`config.mk`:
```
export PLATFORM = sky130hd
export DESIGN_NAME = countdown_timer
export DESIGN_NICKNAME = d
export VERILOG_FILES = /design/src/rtl/countdown_timer.sv
export SDC_FILE = /design/constraint.sdc
export NUM_CORES = 1
export LEC_CHECK = 0
export CAP_MARGIN = 30
export CORE_MARGIN = 3
export CORE_UTILIZATION = 41
export DETAILED_ROUTE_END_ITERATION = 7
export PLACE_DENSITY = 0.81
export SETUP_SLACK_MARGIN = 0.05
export SYNTH_ARGS = -nofsm -noshare
export SYNTH_HDL_FRONTEND = slang
export SYNTH_SLANG_ARGS = --single-unit
```
`constraint.sdc`:
```
create_clock -name clk -period 1.54 [get_ports clk]
set_input_delay 0.154 -clock clk [delete_from_list [all_inputs] [get_ports clk]]
set_output_delay 0.154 -clock clk [all_outputs]
set_load 0.1 [all_outputs]
```
`src/rtl/countdown_timer.sv`:
```
// Minutes:seconds countdown timer: loads a clamped preset, decrements once per
// tick while running, and latches a sticky expired state at 00:00.
module countdown_timer #(
  parameter int MW      = 6,
  parameter int MAX_MIN = 59
) (
  input  logic          clk,
  input  logic          rst,
  input  logic          tick,
  input  logic          load,
  input  logic [MW-1:0] load_min,
  input  logic [5:0]    load_sec,
  input  logic          start,
  input  logic          stop,
  input  logic          clear,
  output logic [MW-1:0] min,
  output logic [5:0]    sec,
  output logic          running,
  output logic          expired,
  output logic          done
);

  typedef enum logic [1:0] {IDLE, RUN, PAUSED, EXPIRED} state_t;

  state_t        state, state_nxt;
  logic [MW-1:0] min_nxt;
  logic [5:0]    sec_nxt;
  logic          done_nxt;

  function automatic logic [MW-1:0] sat_min(input logic [MW-1:0] v);
    if (v > MW'(MAX_MIN)) return MW'(MAX_MIN);
    else                  return v;
  endfunction

  function automatic logic [5:0] sat_sec(input logic [5:0] v);
    if (v > 6'd59) return 6'd59;
    else           return v;
  endfunction

  // Only the highest-priority active event acts on a given edge.
  always_comb begin
    state_nxt = state;
    min_nxt   = min;
    sec_nxt   = sec;
    done_nxt  = 1'b0;
    if (load) begin
      min_nxt   = sat_min(load_min);
      sec_nxt   = sat_sec(load_sec);
      state_nxt = IDLE;
    end else if (clear) begin
      min_nxt   = '0;
      sec_nxt   = '0;
      state_nxt = IDLE;
    end else if (stop) begin
      if (state == RUN) state_nxt = PAUSED;
    end else if (start) begin
      if ((state == PAUSED) || ((state == IDLE) && ((min != '0) || (sec != '0))))
        state_nxt = RUN;
    end else if (tick && (state == RUN)) begin
      if (sec != '0) begin
        sec_nxt = sec - 6'd1;
      end else begin
        min_nxt = min - MW'(1);
        sec_nxt = 6'd59;
      end
      // A borrow always lands on xx:59, so only 00:01 can reach zero.
      if ((min == '0) && (sec == 6'd1)) begin
        state_nxt = EXPIRED;
        done_nxt  = 1'b1;
      end
    end
  end

  always_ff @(posedge clk) begin
    if (!rst) begin
      state <= IDLE;
      min   <= '0;
      sec   <= '0;
      done  <= 1'b0;
    end else begin
      state <= state_nxt;
      min   <= min_nxt;
      sec   <= sec_nxt;
      done  <= done_nxt;
    end
  end

  assign running = (state == RUN);
  assign expired = (state == EXPIRED);

endmodule

```
==> metrics.log <==
[metrics] iteration-0 DRC count of the detailed router: 45
[metrics] sinks on the clock net: 15
[metrics] Top Family by Delay on Critical Path: simple AND/OR/NAND/NOR gates
[metrics] setup_tns: 0 ns
[metrics] top library cells by usage in the layout, fill and taps aside: buf_4, clkdlybuf4s50_1, nor2_1, buf_12, nand2_1
[metrics] setup skew after layout: 0.00383 ns
[metrics] clock-pin slew of the registers on the worst-case setup and hold paths: 0.10 ns
[metrics] Yosys top cell area share: 0.275
[metrics] combined area of all synthesized cells: 1090 um2
[metrics] critical path launch point type: register
[metrics] signed area change from the synthesized netlist to the final layout: 84.7%
[metrics] share of the yosys chip area belonging to registers: 0.275
[metrics] final estimated routing congestion in global placement: 0.878
[metrics] cell area power density: 668 nW/um2
[metrics] kind of capture point of the worst setup path: register
[metrics] slew at the pin closest to its max-slew limit: 0.365 ns
[metrics] pre-CTS setup slack: -0.244 ns
[metrics] average instance area after synthesis: 7.85 um2
[metrics] buffers added on ports: 33
[metrics] main area contributors after synthesis: dfxtp_1, ha_1, nor2_1
[metrics] Die W: 57.6 um
[metrics] Core Area: 2500 um2
[metrics] die area: 3320 um2
[metrics] wire length reported by the detailed router: 4.07 mm
[metrics] largest buffer count on any clock path: 2
[metrics] Non-Filler Cell Area, Final: 2020 um2
[metrics] utilization after layout: 0.806
[metrics] Period minus WS final: 1.49 ns
[metrics] Crit Path Category: reg -> reg
[metrics] YS warnings: 0
[metrics] required arrival time at the worst endpoint: 1.73 ns
[metrics] unrepaired setup endpoints after global routing: true
[metrics] count of inserted antenna diode cells: 0
[metrics] fill cell total of the finished layout: 160
[metrics] vias in the first global route: 1304
[metrics] stage delay of the slowest cell on the critical path: 0.36 ns
[metrics] final routed wire length divided by cell count: 17.2 um
[metrics] MaxCap Viol Count: 0
[metrics] synthesized netlist cell count: 139
[metrics] highest-delay cell along the critical path: dfxtp_4
[metrics] number of buffers created by CTS: 3
[metrics] total DRC errors in the routed layout: 0
[metrics] Worst Path Max Fanout: 6
[metrics] most common library cell in the layout ignoring fill and taps: buf_4
[metrics] prevailing post-synth register cell: dfxtp_1
[metrics] headroom to the max-slew limit: 0.756
[metrics] buffer type at the clock tree root: clkbuf_4
[metrics] CTS tree: yes
[metrics] worst vdd rail ir drop: 0.692 mV
[metrics] Via Count: 1390
[metrics] number of antenna violations at the first check in global routing: 0
[metrics] wire length of the first global-routing pass: 6.01 mm
[metrics] number of distinct library cells after synthesis: 45
[metrics] Worst R2R Path Depth: 5
[metrics] clock latency on the worst-skew pair: 0.30 ns
[metrics] number of flip-flops and latches in the synthesized netlist: 15
[metrics] net count after synthesis: 163
[metrics] final-report setup violation count: 0
[metrics] DRT Pass-1 Iters: 4
[metrics] maximum number of pins on one net before global-route repair: 12
[metrics] Crit path arrival time: 1.68 ns
[metrics] run status: finished clean
[metrics] Top Ports: 34
[metrics] total global-route track usage: 0.233
[metrics] number of instances on the worst hold path: 3
[metrics] path type of the worst min-delay path: in -> reg
[metrics] starting utilization of the core area: 0.436
[metrics] share of synthesized flip-flops with an asynchronous set or reset: 0
[metrics] cell type with the highest aggregate area in the netlist: dfxtp_1
[metrics] overall overflow remaining after global route: 0
[metrics] average vias per placed instance: 5.89
[metrics] HPWL Detailed: 3.00 mm
[metrics] PnR worst setup slack: 0.0514 ns
[metrics] H-tree Lvls: 1
[metrics] cell chain of the critical path: nor4_4 > buf_4 > nand4_4 > mux2i_2 > a2111oi_2
[metrics] num rows: 18
[metrics] highest clock frequency the design can meet: 672 MHz
[metrics] final hold viol count: 0
[metrics] fin nets: 231
[metrics] share of layout cells above drive strength 1: 0.456
[metrics] crit share post-route: 0.967
[metrics] fin. max-slew vios: 0
[metrics] hold bufs inserted after CTS: 0
[metrics] Final ANT Viol Nets: 0
[metrics] Crit path depth: 5
[metrics] LEAKAGE: 0.828 nW
[metrics] Bufs and invs on worst path: 1
[metrics] DP Area: 1880 um2
[metrics] Fin Hold WS: 0.473 ns
[metrics] die boundary height: 57.6 um
[metrics] EDFF count, synth: 0
cells in the mapped netlist (3+ instances only):
| cell type | instances |
|---|---|
| nand2_1 | 12 |
| nand3_1 | 8 |
| nand4_1 | 4 |
| or3_1 | 4 |
| nor3_1 | 3 |
| a221oi_1 | 3 |
| inv_1 | 9 |
| o21ai_0 | 4 |
| nor2_1 | 15 |
| dfxtp_1 | 15 |
| ha_1 | 5 |
| o211ai_1 | 3 |
| clkbuf_1 | 6 |
| nor4_1 | 4 |
| o22ai_1 | 5 |
| mux2i_1 | 4 |
registers in the layout (all words and copies together), names as in the netlist:
signal	count
done	1
min	6
sec	6
state	2
per-stage QoR:
stage	power, mW	instances
after floorplan	0.780	139
after global placement	1.04	227
after detailed placement	1.05	227
after CTS	1.31	232
after global routing	1.41	236
final	1.35	236
metal layers:
layer | wire length, um | vias to the layer above | GRT usage
met5 | 0 | - | 0
met1 | 1710 | 662 | 0.294
li1 | - | 656 | -
met4 | 109 | 0 | 0.0894
met3 | 210 | 14 | 0.0271
met2 | 2030 | 58 | 0.402
area by class of cell:
type	instances	area, um2	area share
inverters	9	33.8	0.0168
well taps	30	37.5	0.0186
multi-input cells	108	818	0.406
flip-flops and latches	15	334	0.166
repair buffers	70	766	0.380
clock buffers	4	26.3	0.0130
what timing repair did:
item	in CTS	in global routing
resized for setup	3	15
gates cloned	0	0
setup endpoints to repair	3	9
buffers inserted	1	4
pin swaps	1	4
path summary, 6_finish.rpt:
path | start | endpoint | slack (ns)
worst max-delay path | sec[4] | min[5] | 0.05
worst min-delay path | load_sec[0] | sec[0] | 0.47
worst max register to register | sec[4] | min[5] | 0.05
worst min register to register | min[1] | min[1] | 0.52
cells by family (layout without fill, tap and decap cells):
family                     Yosys count  count (layout)  share of synthesized area
muxes                                4               4                     0.0367
DFF                                 15              15                      0.275
and+or+nand+nor                     63              63                      0.325
AOI/OAI and AO/OA                   34              34                      0.234
buffers and inverters               16              83                     0.0562
xor gates and xnor gates             2               2                     0.0161
adders and majority gates            5               5                     0.0573
worst reg2reg max path: cells and delay by family, from the launching register on:
family / cells / cell delay, ns
buf+inv: 1 / 0.18
flops: 1 / 0.36
compound gates: 1 / 0.22
simple gates: 2 / 0.41
mux: 1 / 0.21
power by group:
| group | leakage [nW] | internal, mW | total (mW) | switching [mW] |
|---|---|---|---|---|
| Sequential | 0.130 | 0.410 | 0.456 | 0.0462 |
| Clock | 0.0150 | 0.101 | 0.244 | 0.143 |
| Combinational | 0.683 | 0.291 | 0.647 | 0.356 |
Note: power is estimated with default switching activity, not from simulation.
